$ cat src/rtl/register_window_manager_if.sv
// rtl/register_window_manager_if.sv - register-file and spill-memory transfer bus of the window manager
interface register_window_manager_if #(
  parameter int DATA_WIDTH    = 16,
  parameter int ADDR_WIDTH    = 16,
  parameter int RF_ADDR_WIDTH = 7
);
  logic [RF_ADDR_WIDTH-1:0] rfAddr_o;
  logic [DATA_WIDTH-1:0]    rfReadData_i;
  logic                     rfWriteEnable_o;
  logic [DATA_WIDTH-1:0]    rfWriteData_o;
  logic                     memReq_o;
  logic                     memWrite_o;
  logic [ADDR_WIDTH-1:0]    memAddr_o;
  logic [DATA_WIDTH-1:0]    memWriteData_o;
  logic                     memAck_i;
  logic [DATA_WIDTH-1:0]    memReadData_i;

  modport master (
    output rfAddr_o, rfWriteEnable_o, rfWriteData_o,
    output memReq_o, memWrite_o, memAddr_o, memWriteData_o,
    input  rfReadData_i, memAck_i, memReadData_i
  );

  modport slave (
    input  rfAddr_o, rfWriteEnable_o, rfWriteData_o,
    input  memReq_o, memWrite_o, memAddr_o, memWriteData_o,
    output rfReadData_i, memAck_i, memReadData_i
  );
endinterface

$ cat src/rtl/register_window_manager.sv
// rtl/register_window_manager.sv - maps logical register windows onto physical banks, spilling/filling via memory
module register_window_manager #(
  parameter int                    DATA_WIDTH    = 16,
  parameter int                    REGS_PER_BANK = 16,
  parameter int                    PHYS_BANKS    = 8,
  parameter int                    ADDR_WIDTH    = 16,
  parameter logic [ADDR_WIDTH-1:0] SPILL_BASE    = 16'hF000
) (
  input  logic                          clock_i,
  input  logic                          reset_i,
  input  logic                          enable_i,
  input  logic [5:0]                    regBankSelect_i,
  output logic [$clog2(PHYS_BANKS)-1:0] physBank_o,
  output logic                          stall_o,
  output logic                          error_o,
  register_window_manager_if.master     bus
);
  localparam int PB_W = $clog2(PHYS_BANKS);
  localparam int RI_W = $clog2(REGS_PER_BANK);
  localparam int RC_W = PB_W + 1;

  typedef enum logic [2:0] {IDLE, SPILL_RD, SPILL_MEM, FILL_MEM, FILL_WR} state_t;

  state_t                 state_q, state_d;
  logic [5:0]             cur_bank_q, cur_bank_d;
  logic [5:0]             low_bank_q, low_bank_d;
  logic [5:0]             xfer_bank_q, xfer_bank_d;
  logic [RC_W-1:0]        res_count_q, res_count_d;
  logic [RI_W-1:0]        reg_idx_q, reg_idx_d;
  logic                   captured_q, captured_d;
  logic [DATA_WIDTH-1:0]  spill_data_q, spill_data_d;
  logic                   error_q, error_d;
  logic                   stall_q, stall_d;
  logic [PB_W+RI_W-1:0]   rf_addr_q, rf_addr_d;
  logic                   rf_we_q, rf_we_d;
  logic [DATA_WIDTH-1:0]  rf_wdata_q, rf_wdata_d;
  logic                   mem_req_q, mem_req_d;
  logic                   mem_write_q, mem_write_d;
  logic [ADDR_WIDTH-1:0]  mem_addr_q, mem_addr_d;
  logic                   last_reg;

  assign last_reg = (reg_idx_q == RI_W'(REGS_PER_BANK - 1));

  always_comb begin
    state_d      = state_q;
    cur_bank_d   = cur_bank_q;
    low_bank_d   = low_bank_q;
    xfer_bank_d  = xfer_bank_q;
    res_count_d  = res_count_q;
    reg_idx_d    = reg_idx_q;
    captured_d   = captured_q;
    spill_data_d = spill_data_q;
    error_d      = error_q;
    rf_wdata_d   = rf_wdata_q;

    case (state_q)
      IDLE: begin
        if (enable_i && (regBankSelect_i != cur_bank_q)) begin
          if (regBankSelect_i == cur_bank_q + 6'd1) begin
            cur_bank_d = cur_bank_q + 6'd1;
            if (res_count_q < RC_W'(PHYS_BANKS)) begin
              res_count_d = res_count_q + RC_W'(1);
            end else begin
              xfer_bank_d = low_bank_q;
              reg_idx_d   = '0;
              state_d     = SPILL_RD;
            end
          end else if (regBankSelect_i == cur_bank_q - 6'd1) begin
            cur_bank_d = cur_bank_q - 6'd1;
            // Last resident window left: refill the re-entered one, which becomes the only resident.
            if (res_count_q == RC_W'(1)) begin
              xfer_bank_d = cur_bank_q - 6'd1;
              low_bank_d  = cur_bank_q - 6'd1;
              reg_idx_d   = '0;
              state_d     = FILL_MEM;
            end else begin
              res_count_d = res_count_q - RC_W'(1);
            end
          end else begin
            error_d     = 1'b1;
            cur_bank_d  = regBankSelect_i;
            low_bank_d  = regBankSelect_i;
            res_count_d = RC_W'(1);
          end
        end
      end
      SPILL_RD: state_d = SPILL_MEM;
      SPILL_MEM: begin
        if (!captured_q) begin
          captured_d   = 1'b1;
          spill_data_d = bus.rfReadData_i;
        end
        if (bus.memAck_i) begin
          captured_d = 1'b0;
          if (last_reg) begin
            low_bank_d = low_bank_q + 6'd1;
            state_d    = IDLE;
          end else begin
            reg_idx_d = reg_idx_q + RI_W'(1);
            state_d   = SPILL_RD;
          end
        end
      end
      FILL_MEM: begin
        if (bus.memAck_i) begin
          rf_wdata_d = bus.memReadData_i;
          state_d    = FILL_WR;
        end
      end
      FILL_WR: begin
        if (last_reg) begin
          state_d = IDLE;
        end else begin
          reg_idx_d = reg_idx_q + RI_W'(1);
          state_d   = FILL_MEM;
        end
      end
      default: state_d = IDLE;
    endcase

    // Outputs are decoded from the next state so they register alongside it.
    stall_d     = (state_d != IDLE);
    mem_req_d   = (state_d == SPILL_MEM) || (state_d == FILL_MEM);
    mem_write_d = (state_d == SPILL_MEM);
    mem_addr_d  = mem_req_d ? SPILL_BASE + ADDR_WIDTH'({xfer_bank_d, reg_idx_d}) : '0;
    rf_we_d     = (state_d == FILL_WR);
    rf_addr_d   = ((state_d == SPILL_RD) || (state_d == FILL_WR)) ?
                  {xfer_bank_d[PB_W-1:0], reg_idx_d} : '0;
  end

  always_ff @(posedge clock_i or negedge reset_i) begin
    if (!reset_i) begin
      state_q      <= IDLE;
      cur_bank_q   <= '0;
      low_bank_q   <= '0;
      xfer_bank_q  <= '0;
      res_count_q  <= RC_W'(1);
      reg_idx_q    <= '0;
      captured_q   <= 1'b0;
      spill_data_q <= '0;
      error_q      <= 1'b0;
      stall_q      <= 1'b0;
      rf_addr_q    <= '0;
      rf_we_q      <= 1'b0;
      rf_wdata_q   <= '0;
      mem_req_q    <= 1'b0;
      mem_write_q  <= 1'b0;
      mem_addr_q   <= '0;
    end else begin
      state_q      <= state_d;
      cur_bank_q   <= cur_bank_d;
      low_bank_q   <= low_bank_d;
      xfer_bank_q  <= xfer_bank_d;
      res_count_q  <= res_count_d;
      reg_idx_q    <= reg_idx_d;
      captured_q   <= captured_d;
      spill_data_q <= spill_data_d;
      error_q      <= error_d;
      stall_q      <= stall_d;
      rf_addr_q    <= rf_addr_d;
      rf_we_q      <= rf_we_d;
      rf_wdata_q   <= rf_wdata_d;
      mem_req_q    <= mem_req_d;
      mem_write_q  <= mem_write_d;
      mem_addr_q   <= mem_addr_d;
    end
  end

  assign physBank_o          = cur_bank_q[PB_W-1:0];
  assign stall_o             = stall_q;
  assign error_o             = error_q;
  assign bus.rfAddr_o        = rf_addr_q;
  assign bus.rfWriteEnable_o = rf_we_q;
  assign bus.rfWriteData_o   = rf_wdata_q;
  assign bus.memReq_o        = mem_req_q;
  assign bus.memWrite_o      = mem_write_q;
  assign bus.memAddr_o       = mem_addr_q;
  // Register read data arrives in the first SPILL_MEM cycle; it is passed through then and held afterwards.
  assign bus.memWriteData_o  = !mem_write_q ? '0 : (captured_q ? spill_data_q : bus.rfReadData_i);
endmodule
$ cat src/flat_wrapper.sv
// flat-port wrapper written by rule: the top's interface ports become plain ports
module register_window_manager_flat 
#(
  parameter int                    DATA_WIDTH    = 16,
  parameter int                    REGS_PER_BANK = 16,
  parameter int                    PHYS_BANKS    = 8,
  parameter int                    ADDR_WIDTH    = 16,
  parameter logic [ADDR_WIDTH-1:0] SPILL_BASE    = 16'hF000
)
  (clock_i, reset_i, enable_i, regBankSelect_i, physBank_o, stall_o, error_o, bus_rfAddr_o, bus_rfWriteEnable_o, bus_rfWriteData_o, bus_memReq_o, bus_memWrite_o, bus_memAddr_o, bus_memWriteData_o, bus_rfReadData_i, bus_memAck_i, bus_memReadData_i);
  register_window_manager_if #(.DATA_WIDTH(DATA_WIDTH), .ADDR_WIDTH(ADDR_WIDTH)) bus_i ();
  input  logic clock_i;
  input  logic reset_i;
  input  logic enable_i;
  input  logic [5:0] regBankSelect_i;
  output logic [$clog2(PHYS_BANKS)-1:0] physBank_o;
  output logic stall_o;
  output logic error_o;
  output wire logic [$bits(bus_i.rfAddr_o)-1:0] bus_rfAddr_o;
  output wire logic [$bits(bus_i.rfWriteEnable_o)-1:0] bus_rfWriteEnable_o;
  output wire logic [$bits(bus_i.rfWriteData_o)-1:0] bus_rfWriteData_o;
  output wire logic [$bits(bus_i.memReq_o)-1:0] bus_memReq_o;
  output wire logic [$bits(bus_i.memWrite_o)-1:0] bus_memWrite_o;
  output wire logic [$bits(bus_i.memAddr_o)-1:0] bus_memAddr_o;
  output wire logic [$bits(bus_i.memWriteData_o)-1:0] bus_memWriteData_o;
  input wire logic [$bits(bus_i.rfReadData_i)-1:0] bus_rfReadData_i;
  input wire logic [$bits(bus_i.memAck_i)-1:0] bus_memAck_i;
  input wire logic [$bits(bus_i.memReadData_i)-1:0] bus_memReadData_i;
  assign bus_rfAddr_o = bus_i.rfAddr_o;
  assign bus_rfWriteEnable_o = bus_i.rfWriteEnable_o;
  assign bus_rfWriteData_o = bus_i.rfWriteData_o;
  assign bus_memReq_o = bus_i.memReq_o;
  assign bus_memWrite_o = bus_i.memWrite_o;
  assign bus_memAddr_o = bus_i.memAddr_o;
  assign bus_memWriteData_o = bus_i.memWriteData_o;
  assign bus_i.rfReadData_i = bus_rfReadData_i;
  assign bus_i.memAck_i = bus_memAck_i;
  assign bus_i.memReadData_i = bus_memReadData_i;
  register_window_manager #(.DATA_WIDTH(DATA_WIDTH), .REGS_PER_BANK(REGS_PER_BANK), .PHYS_BANKS(PHYS_BANKS), .ADDR_WIDTH(ADDR_WIDTH), .SPILL_BASE(SPILL_BASE)) u_core (.clock_i(clock_i), .reset_i(reset_i), .enable_i(enable_i), .regBankSelect_i(regBankSelect_i), .physBank_o(physBank_o), .stall_o(stall_o), .error_o(error_o), .bus(bus_i));
endmodule
$ cat config.mk
export PLATFORM = sky130hd
export DESIGN_NAME = register_window_manager_flat
export DESIGN_NICKNAME = d
export VERILOG_FILES = /design/src/rtl/register_window_manager_if.sv /design/src/rtl/register_window_manager.sv /design/src/flat_wrapper.sv
export SDC_FILE = /design/constraint.sdc
export NUM_CORES = 1
export LEC_CHECK = 0
export BUFFER_PORTS_ARGS = -buffer_cell sky130_fd_sc_hd__buf_2
export CAP_MARGIN = 20
export CORE_MARGIN = 10
export CORE_UTILIZATION = 40
export CTS_BUF_LIST = sky130_fd_sc_hd__clkbuf_8 sky130_fd_sc_hd__clkbuf_16
export DETAILED_ROUTE_END_ITERATION = 10
export MAX_ROUTING_LAYER = met4
export SYNTH_ARGS = -nofsm -noshare
export SYNTH_HDL_FRONTEND = slang
export SYNTH_SLANG_ARGS = --single-unit
$ cat constraint.sdc
create_clock -name clock_i -period 3 [get_ports clock_i]
set_input_delay 0.6 -clock clock_i [delete_from_list [all_inputs] [get_ports clock_i]]
set_output_delay 0.6 -clock clock_i [all_outputs]
set_load 0.02 [all_outputs]
==> flow_metrics.env, run 1 <==
export IMPL_status="complete, no violations"
export IMPL_die_h_um=125
export IMPL_grt_pass1_vias=3478
export IMPL_period_share_pct=89.6
export IMPL_ctsResizeCount=0
export IMPL_hpwl_um=8340
export IMPL_initialDrtViolationCount=219
export IMPL_crit_path_max_fanout=12
export IMPL_crit_chain="ha_1 > xnor2_1 > nor2_1 > o32a_1 > or2_1 > a21oi_1 > o22a_1 > nor2b_1"
export IMPL_worst_slack_ps=311
export IMPL_cpMaxStageDelayCell="dfrtp_1"
export IMPL_switching_share_pct=44.0
export IMPL_hold_path_class="in2async"
export IMPL_yosys_warnings=0
export IMPL_fin_total_pwr_uw=5370
export IMPL_core_rowCount=38
export IMPL_clockPowerShare_pct=13.5
export IMPL_synth_area_sq_mm=0.00441
export IMPL_synth_area_leaders="dfrtp_1 47%, nand2_1 5.5%, mux2i_1 5.2%, mux2_2 4.6%, nor2b_1 3.1%"
export IMPL_layout_drive_gt1_share_pct=28.5
export IMPL_clk_insertion_delay_late_ps=360
export IMPL_first_pass_iters=4
export IMPL_layout_min_cycle_time_ps=2690
export IMPL_synth_top_cell_by_area="dfrtp_1"
export IMPL_synthCells=452
export IMPL_synth_ff_type="dfrtp_1"
export IMPL_grt_overflow=0
export IMPL_dp_slack_ps=297
export IMPL_synth_cell_type_count=62
export IMPL_grt_max_degree=46
export IMPL_ant_nets=0
export IMPL_gp_congestion=0.852
export IMPL_antenna_found_initial=0
export IMPL_power_per_cell_area_mw_per_mm2=1030
export IMPL_port_buffers=102
export IMPL_numCtsBuffers=9
export IMPL_drv_cap=0
export IMPL_detailroute_via_count=3464
export IMPL_regToRegSetupSlack_ps=310
export IMPL_rsz0062_at_grt="no"
export IMPL_die_area_sq_mm=0.0156
export IMPL_drc=0
export IMPL_power_leakage_uw=0.00258
export IMPL_die_w_um=125
export IMPL_core_area_sq_mm=0.0108
export IMPL_intPower_uw=3010
export IMPL_groute_usage_overall_pct=14.4
export IMPL_finClkSkew_ps=9.90
export IMPL_cts_sinks=84
export IMPL_cp_data_required_time_ps=3270
export IMPL_synth_top_area_share_pct=47.1
export IMPL_setup_violations=0
export IMPL_hold_buffers=0
export IMPL_start_util_pct=40.7
export IMPL_final_common_cell="buf_2"
export IMPL_crit_type="reg2reg"
export IMPL_critPathTopFamily="compound AO/OA/AOI/OAI gates"
export IMPL_async_flop_share_pct=100
export IMPL_pwr_share_comb_pct=48.5
export IMPL_critPathLaunchType="flop"
export IMPL_ys_seq_area_share_pct=47.6
export IMPL_cts_max_level=3
export IMPL_utilization_pct=48.0
export IMPL_final_cell_mix="101 x buf_2, 83 x dfrtp_1, 65 x nand2_1"
export IMPL_area_delta_synth_final_pct=17.8
export IMPL_worstMarginPinSlew_ps=893
export IMPL_finalNetCount=595
export IMPL_path_buf_inv=0
export IMPL_synth_avg_cell_area_sq_um=9.77
export IMPL_wire_per_inst_um=16.0
export IMPL_hold_viol_final=0
export IMPL_root_buffer="clkbuf_8"
export IMPL_relSlewSlack_pct=40.4
export IMPL_seqPwrFrac_pct=37.9
export IMPL_grt_pass1_wl_um=18100
export IMPL_cts_tree="done"
export IMPL_cts_clk_slew_worst_paths_ps=80
export IMPL_synth_edf_count=0
export IMPL_synth_seq_cells=84
export IMPL_routed_wl_um=11100
export IMPL_max_freq_mhz=372
export IMPL_max_stage_delay_ps=550
export IMPL_peakVddDrop_mv=0.504
export IMPL_switchingPower_uw=2360
export IMPL_cp_end_kind="flop"
export IMPL_via_per_inst=5.01
export IMPL_postCtsSetupBuffers=0
export IMPL_drv_slew=0
export IMPL_arrival_ps=2960
export IMPL_fin_hold_ws_ps=217
export IMPL_ios=105
export IMPL_num_antenna_cells=0
export IMPL_setup_tns_ps=0
export IMPL_clockBufferDepth=2
## cell families after synthesis
kind of cell / after synthesis / synth area share, %
buffers and inverters: 52 / 5.73
flip-flops: 84 / 47.6
adder cells (fa/ha/maj): 7 / 1.98
AND/OR/NAND/NOR: 166 / 18.6
multiplexers: 41 / 9.81
AO/OA/AOI/OAI: 83 / 12.6
other: 1 / 0.0850
XOR/XNOR: 18 / 3.57
## routing by layer
metal  global-route usage, %  vias up  wire length (um)
met1                    18.1     1644              5240
met2                    22.7       76              5280
met4                    4.88        0               141
met3                    3.04       13               409
li1                        -     1731                 -
met5                       -        -                 0
## flip-flops by register name, indices dropped and copies added (netlist names), 3 cells and up
register,flops
u_core.bus.rfWriteData_o,16
u_core.spill_data_q,16
u_core.bus.memAddr_o,11
u_core.bus.rfAddr_o,7
u_core.cur_bank_q,6
u_core.low_bank_q,6
u_core.xfer_bank_q,6
u_core.reg_idx_q,4
u_core.res_count_q,4
u_core.state_q,3
## metrics by stage
stage          area, sq um  instances
2_1_floorplan         4420        453
4_1_cts               5200        691
6_report              5200        691
3_5_place_dp          5030        675
3_3_place_gp          5030        675
5_1_grt               5200        691
## final timing paths
path / from / end / cells after the start
setup / recovery: u_core.cur_bank_q[0] / u_core.bus.memAddr_o[8] / 8
hold / removal: reset_i / u_core.cur_bank_q[2] / 1
setup reg to reg: u_core.cur_bank_q[0] / u_core.bus.memAddr_o[8] / 8
hold reg to reg: u_core.error_o / u_core.error_o / 1
max in group asynchronous: reset_i / u_core.res_count_q[0] / 2
min in group clock_i: bus_memReadData_i[1] / u_core.bus.rfWriteData_o[1] / 3
## final cells by class
| cell class | count | area (sq um) |
|---|---|---|
| clock inverters | 6 | 32.5 |
| clock buffers | 10 | 138 |
| well taps | 140 | 175 |
| repair buffers | 114 | 616 |
| flip-flops and latches | 84 | 2100 |
| fillers | 1058 | 5640 |
| multi-input cells | 317 | 2060 |
| inverters | 20 | 75.1 |
## power groups by stage
stage,Combinational [uW],Clock [uW],Sequential [uW]
after floorplan,1820,0,2090
after global placement,2590,0,2040
after detailed placement,2630,0,2060
after CTS,2640,759,2040
after global routing,2870,813,2110
final,2610,727,2040
## Yosys cell counts (all sizes together) (4+ instances only)
cell type,count
buf,19
nand3,11
o21ai,15
inv,19
a21oi,19
clkbuf,13
xnor2,12
o22ai,12
nor3,7
dfrtp,83
nor2,34
xor2,6
a31oi,4
mux2i,23
ha,7
and3,5
a22oi,7
mux2,18
nor2b,22
a211oi,5
nand2,65
(Power assumes the default switching activity.)
==> run 2: changes to the inputs <==
--- a/config.mk
+++ b/config.mk
@@ -7,7 +7,8 @@
 export LEC_CHECK = 0
 export BUFFER_PORTS_ARGS = -buffer_cell sky130_fd_sc_hd__buf_2
 export CAP_MARGIN = 20
-export CORE_MARGIN = 10
+export CORE_ASPECT_RATIO = 1.4
+export CORE_MARGIN = 2
 export CORE_UTILIZATION = 40
 export CTS_BUF_LIST = sky130_fd_sc_hd__clkbuf_8 sky130_fd_sc_hd__clkbuf_16
 export DETAILED_ROUTE_END_ITERATION = 10
==> run 2 against run 1 <==
  * Total power is 8.8% higher
  * Critical path type unchanged
  * Cell count is 0.14% higher
  * Highest routed layer unchanged
  * Cell area is 3.3% higher
  * Critical endpoint is now u_core.low_bank_q[2]
==> flow_metrics.env, run 2 (same netlist as run 1, synthesis figures left out) <==
export IMPL_status="complete, no violations"
export IMPL_finalNetCount=595
export IMPL_fin_hold_ws_ps=120
export IMPL_ant_nets=0
export IMPL_final_common_cell="buf_2"
export IMPL_grt_util_met1_pct=21.5
export IMPL_n_fill_cell=1052
export IMPL_power_per_cell_area_mw_per_mm2=1090
export IMPL_clockBufferDepth=2
export IMPL_finClkSkew_ps=5.50
export IMPL_wire_per_inst_um=14.6
export IMPL_start_util_pct=40.8
export IMPL_period_share_pct=88.0
export IMPL_via_per_inst=5.15
export IMPL_hold_buffers=0
export IMPL_drc=0
export IMPL_stdcell_area_sq_mm=0.00537
export IMPL_root_buffer="clkbuf_16"
export IMPL_fin_total_pwr_uw=5840
export IMPL_drv_slew=0
export IMPL_cts_sinks=84
export IMPL_cts_clk_slew_worst_paths_ps=60
export IMPL_register_area_sq_mm=0.00210
export IMPL_peakVddDrop_mv=0.465
export IMPL_max_freq_mhz=379
export IMPL_hold_viol_final=0
export IMPL_multi_input_area_sq_mm=0.00206
export IMPL_cts_max_level=3
export IMPL_ctsResizeCount=0
export IMPL_core_rowCount=45
export IMPL_first_pass_iters=4
export IMPL_grtUsageMet2_pct=29.3
export IMPL_die_area_sq_mm=0.0119
export IMPL_die_w_um=92.8
export IMPL_grt_pass1_wl_um=16600
export IMPL_cp_data_required_time_ps=3220
export IMPL_clk_insertion_delay_late_ps=340
export IMPL_routed_wl_um=10100
export IMPL_drv_cap=0
export IMPL_setup_tns_ps=0
export IMPL_relSlewSlack_pct=39.0
export IMPL_grt_pass1_vias=3465
export IMPL_final_cell_mix="101 x buf_2, 83 x dfrtp_1, 65 x nand2_1"
export IMPL_hpwl_um=7320
export IMPL_ios=105
export IMPL_crit_path_max_fanout=8
export IMPL_setup_violations=0
export IMPL_worstMarginPinSlew_ps=914
export IMPL_grt_max_degree=85
export IMPL_layout_drive_gt1_share_pct=28.9
export IMPL_groute_usage_overall_pct=18.0
export IMPL_arrival_ps=2860
export IMPL_num_antenna_cells=0
export IMPL_postCtsSetupBuffers=0
export IMPL_antenna_found_initial=0
export IMPL_detailroute_via_count=3567
export IMPL_core_area_sq_mm=0.0108
export IMPL_cts_tree="done"
export IMPL_cp_end_kind="flop"
export IMPL_hold_path_class="in2async"
export IMPL_place_area_sq_mm=0.00501
export IMPL_die_h_um=128
export IMPL_grt_overflow=0
export IMPL_utilization_pct=49.7
export IMPL_port_buffers=102
export IMPL_layout_min_cycle_time_ps=2640
export IMPL_critPathLaunchType="flop"
export IMPL_power_leakage_uw=0.00266
export IMPL_use_met3_pct=3.76
export IMPL_grt_busiest_layer="met2"
export IMPL_area_delta_synth_final_pct=21.7
export IMPL_rsz0062_at_grt="no"
export IMPL_numCtsBuffers=9
export IMPL_initialDrtViolationCount=133
export IMPL_gp_congestion=0.902
export IMPL_crit_type="reg2reg"
-- run 2: path summary, 6_finish.rpt --
kind                                       from                          end  slack (ps)  cells past startpoint
max                        u_core.cur_bank_q[0]         u_core.low_bank_q[2]         360                      9
min                                     reset_i         u_core.cur_bank_q[1]         120                      1
max reg2reg                u_core.cur_bank_q[0]         u_core.low_bank_q[2]         360                      9
min reg2reg                      u_core.error_o               u_core.error_o         460                      1
max in group asynchronous               reset_i        u_core.res_count_q[0]        2220                      2
min in group clock_i       bus_memReadData_i[5]  u_core.bus.rfWriteData_o[5]         450                      3
-- run 2: critical path, cell delays in order (launching register included) --
cell and delay, ps:
dfrtp_1 560, inv_1 110, ha_1 280, xor2_1 160, o22ai_1 110, o22ai_1 260
nand3_1 340, o211a_1 400, a211oi_1 240, a21oi_1 60
-- run 2: final cells by class --
type | count | area share (%)
clock buffer | 10 | 4.45
clock inverter | 6 | 1.77
inverter | 20 | 1.40
multi-input combinational | 317 | 38.4
sequential | 84 | 39.1
tap | 141 | 3.28
timing repair buffer | 114 | 11.6
-- run 2: metal layers --
metal | vias to the layer above | part of all wire [%]
met2 | 90 | 50
li1 | 1738 | -
met4 | 0 | 2.7
met5 | - | 0
met3 | 22 | 4.6
met1 | 1717 | 43
-- run 2: through the flow --
step / worst slack [ps] / cells
floorplan: 577 / 453
global placement: 368 / 675
detailed placement: 355 / 675
CTS: 387 / 691
global route: 149 / 692
finish: 360 / 692
-- run 2: power breakdown --
group / internal (uW) / switching, uW
Sequential: 1590 / 465
Clock: 759 / 472
Combinational: 1090 / 1460
